$ cat config.mk
export PLATFORM = sky130hd
export DESIGN_NAME = yazmac_yazma_hakemi
export DESIGN_NICKNAME = d
export VERILOG_FILES = /design/src/rtl/yazmac_yazma_hakemi.sv
export SDC_FILE = /design/constraint.sdc
export NUM_CORES = 1
export LEC_CHECK = 0
export BUFFER_PORTS_ARGS = -buffer_cell sky130_fd_sc_hd__buf_2
export CELL_PAD_IN_SITES_DETAIL_PLACEMENT = 2
export CELL_PAD_IN_SITES_GLOBAL_PLACEMENT = 2
export CORE_ASPECT_RATIO = 1.4
export CORE_MARGIN = 2
export CORE_UTILIZATION = 26
export DETAILED_ROUTE_END_ITERATION = 16
export PLACE_DENSITY = 0.76
export SLEW_MARGIN = 25
export SYNTH_ARGS = -nofsm -noshare
export SYNTH_HDL_FRONTEND = slang
export SYNTH_SLANG_ARGS = --single-unit
export TNS_END_PERCENT = 5
$ cat constraint.sdc
create_clock -name clk_g -period 2.6 [get_ports clk_g]
set_input_delay 0.52 -clock clk_g [delete_from_list [all_inputs] [get_ports clk_g]]
set_output_delay 0.52 -clock clk_g [all_outputs]
set_load 0.02 [all_outputs]
$ cat src/rtl/yazmac_yazma_hakemi.sv
// yazmac_yazma_hakemi: round-robin write-port arbiter and pending-write scoreboard for the register bank
//   clk_g, rst_n_g                      clock, asynchronous active-low reset
//   y0_* / y1_*                         writeback requesters (valid, address, data, accept)
//   hy_adres_c, hy_deger_c, yaz_c       registered write port to the register bank
//   rezerve_g, rezerve_adres_g          issue stage destination reservation
//   oku1_adres_g, oku2_adres_g          issue stage source registers
//   durdur_c                            hazard stall to the issue stage
//   bekleyen_c                          pending-write mask
module yazmac_yazma_hakemi #(
    parameter int HY_BIT   = 5,
    parameter int VERI_BIT = 32
) (
    input  logic                  clk_g,
    input  logic                  rst_n_g,
    input  logic                  y0_gecerli_g,
    input  logic [HY_BIT-1:0]     y0_adres_g,
    input  logic [VERI_BIT-1:0]   y0_deger_g,
    output logic                  y0_hazir_c,
    input  logic                  y1_gecerli_g,
    input  logic [HY_BIT-1:0]     y1_adres_g,
    input  logic [VERI_BIT-1:0]   y1_deger_g,
    output logic                  y1_hazir_c,
    output logic [HY_BIT-1:0]     hy_adres_c,
    output logic [VERI_BIT-1:0]   hy_deger_c,
    output logic                  yaz_c,
    input  logic                  rezerve_g,
    input  logic [HY_BIT-1:0]     rezerve_adres_g,
    input  logic [HY_BIT-1:0]     oku1_adres_g,
    input  logic [HY_BIT-1:0]     oku2_adres_g,
    output logic                  durdur_c,
    output logic [2**HY_BIT-1:0]  bekleyen_c
);
    localparam int HY_SAYI = 2**HY_BIT;
    localparam logic [HY_SAYI-1:0] BIR = 1;
    logic                oncelik;
    logic                kabul;
    logic                yazilir;
    logic [HY_BIT-1:0]   kaz_adres;
    logic [VERI_BIT-1:0] kaz_deger;
    logic [HY_SAYI-1:0]  temizle;
    logic [HY_SAYI-1:0]  koy;
    logic [HY_SAYI-1:0]  bek_sonraki;
    // oncelik=0 favours y0 on contention, oncelik=1 favours y1
    always_comb begin
        y0_hazir_c  = y0_gecerli_g & (~y1_gecerli_g | ~oncelik);
        y1_hazir_c  = y1_gecerli_g & (~y0_gecerli_g | oncelik);
        kabul       = y0_hazir_c | y1_hazir_c;
        kaz_adres   = y0_hazir_c ? y0_adres_g : y1_adres_g;
        kaz_deger   = y0_hazir_c ? y0_deger_g : y1_deger_g;
        yazilir     = kabul & (kaz_adres != '0);
        durdur_c    = bekleyen_c[oku1_adres_g] | bekleyen_c[oku2_adres_g]
                    | (rezerve_g & bekleyen_c[rezerve_adres_g]);
        // clear on the edge the bank captures; a same-edge reservation wins
        temizle     = yaz_c ? BIR << hy_adres_c : '0;
        koy         = (rezerve_g & ~durdur_c & (rezerve_adres_g != '0)) ? BIR << rezerve_adres_g : '0;
        bek_sonraki = ((bekleyen_c & ~temizle) | koy) & ~BIR;
    end
    always_ff @(posedge clk_g or negedge rst_n_g) begin
        if (!rst_n_g) begin
            oncelik    <= 1'b0;
            yaz_c      <= 1'b0;
            hy_adres_c <= '0;
            hy_deger_c <= '0;
            bekleyen_c <= '0;
        end else begin
            if (kabul) oncelik <= y0_hazir_c;
            yaz_c      <= yazilir;
            if (yazilir) begin
                hy_adres_c <= kaz_adres;
                hy_deger_c <= kaz_deger;
            end
            bekleyen_c <= bek_sonraki;
        end
    end
endmodule

==> results.md, run 1 <==
- Switching Share: approximately two fifths
- Initial antenna violation count: 0
- Total Routed Length: 16300 um
- Gr usage total: between 10% and 20%
- Max Cap Violations: 0
- Violated checks: setup timing
- GP Congestion: 0.844
- I/O pins: ~170
- Detail Route Antenna Nets: 0
- Leak: ~2.6 nW
- TritonCTS Sinks: 70
- Critical path class: flip-flop to output port
- Peak Freq: between 0.3 and 0.4 GHz
- Final Setup Violations: 1
- HP Class: input port to asynchronous set/reset pin
- Total power: 5.67 mW
- Residual DRC: 0
- Clock Latency Late Sink: between 300 and 400 ps
- WP data arrival: between 2000 and 2500 ps
- Slew @ Worst Pin: between 500 and 600 ps
- Count leader, synth: dfrtp_1
- GRT overflow: 0
- Row count: between 50 and 60
- Status: finished with violations
- Post-synth EDFFs: 0
- Startpoint Class: flip-flop
- Pwr/cell area: just under 1000 nW/um^2
- WP data required: 2080 ps
- Finished Core Util: 36.9%
- Internal power: around 3.3 mW
- FFs w/ async S/R, synth: between 90% and 100%
- Clock Skew: approximately 8 ps
- Period utilization: 105%
- Number of synthesized register bits: 70
- Placed Area: 5260 sq um
- Sequential power share: 32.0%
- Height of the die: around 150 um
- Post-place setup slack: -149 ps
- Logic pwr share: between 40 and 50%
- Detail Placement HPWL: 12300 um
- Synth Flop Type: dfrtp_1
- Synthesized Nets: between 400 and 500
- Pin count of the biggest net entering global routing: a little over 70
- Post-Place Cells: 760
- Min Tclk post-route: 2720 ps
- Clock power frac: between 20% and 30%
- Starting Density: around a quarter
- Max_slew headroom: 62.5%
- DRT iter0 DRCs: approximately 110
- Slew Viols, Final: 0
- Share of cells above drive strength 1: a little over two fifths
- Via/cell ratio: about 5.2
- Cell Area, Synth: 4080 sq um
- DR pass1 iterations: 4
- CTS H-tree depth: 3
- Global-route wire length before repair: approximately 25000 um
- Final Net Count: roughly 680
- RSZ-0062 raised after global routing: true
- CP max FO: 5
- Die X: 110 um
- Critical path capture point type: output port
- Vias in the first global route: 4610
- I/O Buffers: ~170
- Deepest clock path buffer count: 2
- Worst Slack Setup Final: -123 ps
- Seq/Total Area, Yosys: 43.0%
- Finished Cell Area: around 5700 sq um
- CTS Root Cell: clkbuf_16
- Layout area overhead: 40.2%
- Vias: 4120
- Sw power: approximately 2.3 mW
- Synth warn: 0
- Final Hold Fails: 0
- Core box area: between 15000 and 20000 sq um
- Distinct cells, synth: 38
- CTS tree: yes
- Synth Instances: 401
- Die area: 16700 sq um
- Drt wl/cell: about 21 um
- Top cells by area, synth: dfrtp_1 (43%), mux2i_1 (13%), o31ai_1 (5.7%), a21oi_1 (4.7%), o21ai_0 (4.3%)
- Area leader, netlist: dfrtp_1
- Max rail drop VDD: 0.378 mV
- CTS Buf Count: 9
- Non-filler cells, final: 791
- Share of the synthesized area in the top cell type: 43.0%
- Commonest cells in the netlist: dfrtp_1 (70), mux2i_1 (54), nor2_1 (44), a21oi_1 (38), o21ai_0 (35)
- Syn avg cell area: between 10 and 15 sq um
- Antenna cells: 0
- Worst-path clk slew: roughly 60 ps
sequential cells by signal (all words and copies together), names as in the netlist:
| signal | cells |
|---|---|
| oncelik | 1 |
| hy_adres_c | 5 |
| bekleyen_c | 31 |
| yaz_c | 1 |
| hy_deger_c | 32 |
per-stage QoR:
stage               setup TNS, ps  hold slack (ps)
global placement            -1940              501
floorplan                       0              224
detailed placement          -3150              516
finish                       -123              209
global route                 -188              237
CTS                          -108              212
logic make-up after synthesis:
| logic type | share of synthesized area (%) |
|---|---|
| buffers and inverters | 4.54 |
| AO/OA/AOI/OAI | 18.6 |
| multiplexers | 22.3 |
| AND/OR/NAND/NOR | 11.5 |
| flip-flops | 43.0 |
| other | 0.0920 |
placed cells by master, fill, tap and decap left out, types with 5 or more instances in the layout:
cell type    n
buf_2      163
dfrtp_1     69
mux2i_1     54
nor2_1      44
buf_4       40
a21oi_1     37
o21ai_0     33
o31ai_1     30
nor2b_1     13
nand3_1     12
nand2_1     12
mux4_2      10
clkbuf_16    9
mux2_2       6
inv_1        5
cell type report:
cell class              instances  area (sq um)
repair buffers                209          1200
well taps                     196           245
fillers                      1692          9760
clock inverters                 6          70.1
inverters                       6          22.5
multi-input cells             294          2180
clock buffers                  10           239
flip-flops and latches         70          1750
worst paths after layout:
kind                           startpoint              to  slack, ps  depth (start not counted)
setup / recovery           bekleyen_c[11]        durdur_c       -120                          5
hold / removal                    rst_n_g  hy_deger_c[18]        210                          2
setup reg to reg           bekleyen_c[11]  bekleyen_c[25]         70                          7
hold reg to reg            hy_deger_c[23]  hy_deger_c[23]        520                          2
max in group asynchronous         rst_n_g   bekleyen_c[3]       2080                          2
min in group clk_g           y1_gecerli_g         oncelik        410                          2
layer usage:
layer / vias up / track usage [%] / part of all wire (%)
met5: - / 0 / 0
met4: 0 / 10.2 / 4.0
met3: 37 / 4.92 / 6.7
met2: 198 / 33.5 / 51
met1: 2005 / 22.8 / 39
li1: 1880 / - / -
critical path, stage by stage (launching register included):
cell and delay, ps:
dfrtp_1 420, mux4_2 510, mux2_4 310, a211oi_4 260, o2111ai_4 190, buf_6 180
power groups by stage:
stage,combinational [mW],sequential (mW),clock (mW)
2_1_floorplan,0.942,2.17,0
3_3_place_gp,2.23,1.80,0
3_5_place_dp,2.32,1.84,0
4_1_cts,2.55,1.80,1.30
5_1_grt,2.80,1.85,1.35
6_report,2.59,1.81,1.27
repair_timing:
action                                  CTS  global route
pin swaps                                 3             3
hold buffers                              0             0
gates resized for setup                   9             7
setup buffers                            13             2
endpoints found under the setup margin    1            27
Note: power is estimated with default switching activity, not from simulation.
==> run 2: changes to the inputs <==
CORE_ASPECT_RATIO = 0.8   (was 1.4)
SETUP_SLACK_MARGIN = 0.4   (was default)
==> results.md, run 2 (synthesis gave the netlist of run 1 again) <==
- Initial antenna violation count: 1
- Most common cell after layout, fill and taps aside: buf_2
- Hold Buf Count CTS: 0
- Worst Slack Setup Final: -151 ps
- Clock Latency Late Sink: between 300 and 400 ps
- DRT iter0 DRCs: a little over 200
- Status: finished with violations
- CTS H-tree depth: 3
- Sw power: 2.33 mW
- CTS Buf Count: 9
- Startpoint Class: flip-flop
- HP Class: input port to asynchronous set/reset pin
- Internal power: roughly 3.2 mW
- Die X: ~140 um
- Critical path class: flip-flop to output port
- Final Net Count: about 670
- Max Cap Violations: 0
- CTS tree: yes
- WP data arrival: 2230 ps
- Clock Skew: between 4 and 5 ps
- GRT overflow: 0
- Worst-path clk slew: 60 ps
- Deepest clock path buffer count: 2
- Row count: 40
- Drt wl/cell: roughly 21 um
- Logic pwr share: around 44%
- Clock power frac: approximately 22%
- Vias: between 4000 and 5000
- CP peak stage delay: roughly 480 ps
- Final Setup Violations: 1
- Pwr/cell area: between 900 and 1000 nW/um^2
- Switching Share: between 40 and 50%
- Worst path slowest cell: mux4_2
- CTS Root Cell: clkbuf_16
- WP data required: between 2000 and 2500 ps
- I/O pins: 167
- Biggest regs: hy_deger_c: 32 flops, bekleyen_c: 31 flops, hy_adres_c: 5 flops
- Height of the die: 116 um
- Fin Setup TNS: -151 ps
- Non-filler cells, final: a little under 800
- Largest Register: hy_deger_c
- Sequential power share: 33.5%
- Share of cells above drive strength 1: between 40% and 50%
- Final Hold Fails: 0
- Gr usage total: approximately a fifth
- GP Congestion: 0.945
- WHS: 96.0 ps
- Max_slew headroom: around two thirds
- Period utilization: 106%
- Residual DRC: 0
- Crit-path cells: mux4_2, mux2_2, nand3b_1, and4_4, o2111ai_4, buf_6
- Die area: 16700 sq um
- I/O Buffers: about 170
- Pin count of the biggest net entering global routing: 39
- Post-place setup slack: -169 ps
- Max rail drop VDD: a little under 0.4 mV
- Leak: 2.54 nW
- Commonest cells after routing, fill and taps aside: buf_2 (164), dfrtp_1 (67), mux2i_1 (54), nor2_1 (44), a21oi_1 (37)
- Slew Viols, Final: 0
- Detail Route Antenna Nets: 0
- Post-Place Cells: 777
- Vias in the first global route: around 4600
- Critical path capture point type: output port
- Violated checks: setup timing
- Total Routed Length: ~17000 um
- TritonCTS Sinks: 70
- CP max FO: 5
- Global-route wire length before repair: ~27000 um
- Via/cell ratio: roughly 5
- DR pass1 iterations: 4
- Slew @ Worst Pin: slightly above 500 ps
- Peak Freq: ~0.36 GHz
- Max reg flops: 32
- Detail Placement HPWL: roughly 13000 um
- Layout area overhead: 38.9%
- Worst path bufs/invs: 1
- RSZ-0062 raised after global routing: true
- Min Tclk post-route: about 2800 ps
- Core box area: 15200 sq um
- Family with the most delay on the worst path: multiplexers
- Starting Density: between 20% and 30%
run 2: what timing repair did:
| item | in CTS | in global routing |
|---|---|---|
| endpoints found under the setup margin | 32 | 33 |
| pin swaps | 1 | 0 |
| buffers inserted | 1 | 0 |
| resized for setup | 7 | 8 |
| gates cloned | 0 | 0 |
run 2: final timing paths:
| kind | start | end | slack [ps] | cells after the start |
|---|---|---|---|---|
| worst max-delay path | bekleyen_c[7] | durdur_c | -150 | 6 |
| worst min-delay path | rst_n_g | hy_deger_c[21] | 100 | 1 |
| worst max register to register | bekleyen_c[7] | bekleyen_c[15] | 140 | 7 |
| worst min register to register | hy_deger_c[19] | hy_deger_c[19] | 520 | 2 |
| max in group asynchronous | rst_n_g | hy_deger_c[2] | 1910 | 2 |
| min in group clk_g | y1_gecerli_g | oncelik | 450 | 2 |
run 2: routing by layer:
metal  GRT usage [%]  wire length (um)  vias to the layer above
met5               0                 0                        -
li1                -                 -                     1853
met1            26.5              7240                     2094
met4            5.75               241                        0
met3            3.26               605                       19
met2            37.3              8800                       99
run 2: layout make-up:
class                           instances  area (sq um)
Antenna cell                            1          2.50
Clock buffer                            9           225
Clock inverter                          7          75.1
Fill cell                            1677          9500
Inverter                                6          22.5
Multi-Input combinational cell        294          2220
Sequential cell                        70          1760
Tap cell                              210           263
Timing Repair Buffer                  198          1100
run 2: power by group through the flow:
stage / clock network [mW] / registers (mW) / logic [mW]
global placement: 0 / 1.84 / 2.28
CTS: 1.26 / 1.84 / 2.42
detailed placement: 0 / 1.86 / 2.37
finish: 1.23 / 1.85 / 2.43
floorplan: 0 / 2.17 / 0.963
global route: 1.31 / 1.90 / 2.64
run 2: metrics by stage:
step                      instance area [sq um]  total power, mW  utilization, %
final                                      5660             5.51            37.3
after global routing                       5660             5.85            37.3
after CTS                                  5630             5.52            37.1
after detailed placement                   5300             4.23            34.9
after global placement                     5300             4.12            34.9
after floorplan                            4130             3.13               -
==> run 3: changes to the inputs <==
ABC_AREA = 1   (was default)
CORE_UTILIZATION = 23   (was 26)
PLACE_DENSITY = 0.75   (was 0.76)
==> results.md, run 3 <==
- Status: complete, no violations
- I/O Buffers: around 170
- CTS Buf Count: 9
- Multi-input gate area: between 2000 and 3000 sq um
- FF-to-FF setup slack: slightly below 600 ps
- Share of cells above drive strength 1: about 33%
- Drt wl/cell: 18.4 um
- Max_slew headroom: ~54%
- Hold Buf Count CTS: 0
- Vias in the first global route: between 6000 and 7000
- CTS H-tree depth: 3
- Vias: between 5000 and 6000
- CTS Root Cell: clkbuf_16
- Final Net Count: between 1000 and 1500
- Non-filler cells, final: around 1200
- TritonCTS Sinks: 70
- Gr usage total: approximately a fifth
- Cell Area, Synth: between 4000 and 5000 sq um
- Peak Freq: 0.435 GHz
- Synth Flop Type: dfrtp_1
- WP data required: between 2000 and 2500 ps
- Slew Viols, Final: 0
- Starting Density: a little under a quarter
- Worst-path clk slew: 60 ps
- DRT iter0 DRCs: 306
- Most common cell after layout, fill and taps aside: nand2_1
- Max rail drop VDD: 0.278 mV
- Clock Latency Late Sink: between 300 and 400 ps
- Period utilization: 88.4%
- Pin count of the biggest net entering global routing: just over 70
- Post-synth EDFFs: 0
- Height of the die: between 100 and 150 um
- Critical path class: flip-flop to output port
- Largest Register: hy_deger_c
- Deepest clock path buffer count: 2
- Residual DRC: 0
- Critical path capture point type: output port
- Initial antenna violation count: 3
- Max reg flops: 32
- Syn avg cell area: 6.40 sq um
- Fin Setup TNS: 0 ps
- Die X: roughly 170 um
- Share of the synthesized area in the top cell type: between 30% and 40%
- Total Routed Length: roughly 22000 um
- CP max FO: 4
- GP Congestion: 0.828
- CTS tree: yes
- Post-Place Cells: approximately 1200
- Die area: approximately 22000 sq um
- HP Class: input port to asynchronous set/reset pin
- Max Cap Violations: 0
- Synth warn: 0
- Startpoint Class: flip-flop
- Area leader, netlist: dfrtp_1
- Number of synthesized register bits: 70
- Via/cell ratio: around 4.8
- Top cells by area, synth: dfrtp_1 (37%), nand2_1 (26%), nand3_1 (8.4%), nand4_1 (4.6%), o21ai_0 (4.4%)
- I/O pins: 167
- Distinct cells, synth: 30
- Seq/Total Area, Yosys: between 30% and 40%
- Clock Skew: about 5.7 ps
- Register area: about 1800 sq um
- WP data arrival: between 1500 and 2000 ps
- Leak: 3.46 nW
- Final Setup Violations: 0
- Row count: 47
- Biggest regs: hy_deger_c: 32 flops, bekleyen_c: 31 flops, hy_adres_c: 5 flops
- Pwr/cell area: ~900 nW/um^2
- Core box area: ~20000 sq um
- GRT overflow: 0
- Final Hold Fails: 0
- FFs w/ async S/R, synth: 100%
- RSZ-0062 raised after global routing: true
- Layout area overhead: 35.5%
- Slew @ Worst Pin: slightly below 700 ps
- Commonest cells after routing, fill and taps aside: nand2_1 (327), buf_2 (157), nand3_1 (63), nor2_1 (52), dfrtp_1 (49)
- DR pass1 iterations: 4
- Min Tclk post-route: 2300 ps
- Detail Route Antenna Nets: 0
- Detail Placement HPWL: 16400 um
- Commonest cells in the netlist: nand2_1 (337), nand3_1 (80), dfrtp_1 (70), nor2_1 (52), inv_1 (48)
- Synthesized Nets: approximately 840
- Count leader, synth: nand2_1
- Worst Slack Setup Final: around 300 ps
- Global-route wire length before repair: about 34000 um
- Fillers: 2534
- Post-place setup slack: 126 ps
- Synth Instances: between 700 and 800
-- run 3: changes by cell type in the layout (fill, tap and decap cells not counted), sizes merged, moves of 10 or more --
| cell | previous run | this run |
|---|---|---|
| a21oi | 38 | 3 |
| nand4 | 2 | 35 |
| nor2b | 13 | 0 |
| nand3 | 12 | 82 |
| mux2i | 54 | 3 |
| o31ai | 31 | 1 |
| mux4 | 12 | 0 |
| nor2 | 44 | 54 |
| nand2 | 12 | 344 |
| inv | 6 | 51 |
-- run 3: worst paths after layout --
| path | from | end | depth (start not counted) |
|---|---|---|---|
| max in group asynchronous | rst_n_g | bekleyen_c[28] | 1 |
| min | rst_n_g | hy_deger_c[13] | 1 |
| max | bekleyen_c[20] | durdur_c | 11 |
| min in group clk_g | y1_gecerli_g | oncelik | 2 |
| min reg2reg | hy_deger_c[28] | hy_deger_c[28] | 2 |
| max reg2reg | oncelik | hy_adres_c[4] | 8 |
-- run 3: layout make-up --
type | count | share of cell area [%]
clock buffers | 9 | 3.48
repair buffers | 202 | 17.6
diodes | 1 | 0.0386
flip-flops and latches | 70 | 27.4
inverters | 54 | 3.44
multi-input cells | 579 | 41.3
clock inverters | 7 | 1.53
well taps | 269 | 5.20
-- run 3: worst max-delay path, cell delays in order (launching register included) --
cell and delay [ps]:
dfrtp_2 480, inv_2 90, o21ai_2 50, nand2_1 90, nand3_2 90, nand3_2 90
nand2_2 50, nand2_2 80, nand2_4 80, nor2_8 130, nand2_4 60, buf_6 130
-- run 3: report_power, final --
part | leakage (nW) | total (mW) | internal, mW | switching [mW]
registers | 0.824 | 2.02 | 1.44 | 0.574
logic | 2.49 | 2.48 | 0.880 | 1.60
clock network | 0.144 | 1.36 | 0.841 | 0.515
-- run 3: routing by layer --
metal	wire length, um	GRT usage (%)	up-vias	share of wire, %
met5	30	0	-	0.14
met3	1410	5.45	26	6.4
met2	10300	32.7	143	47
met4	347	4.44	4	1.6
li1	-	-	2725	-
met1	9790	27.3	2869	45
-- run 3: kinds of logic after synthesis --
kind of cell | Yosys count | share of synthesized area, %
AND/OR/NAND/NOR | 526 | 47.1
other | 1 | 0.0784
AO/OA/AOI/OAI | 49 | 5.31
buffers and inverters | 98 | 10.3
flip-flops | 70 | 36.6
multiplexers | 3 | 0.628
-- run 3: metrics by stage --
step	utilization (%)	hold WS [ps]	power (mW)	area [sq um]
final	31.6	178	5.86	6480
after floorplan	-	224	3.07	4780
after global placement	28.2	459	4.10	5790
after CTS	30.3	349	5.64	6210
after detailed placement	28.2	466	4.17	5790
after global routing	31.6	215	6.23	6480
-- run 3: repair_timing --
action,4_1_cts,5_1_grt
setup buffers,3,17
endpoints found under the setup margin,5,36
pin swaps,3,16
gates resized for setup,42,49
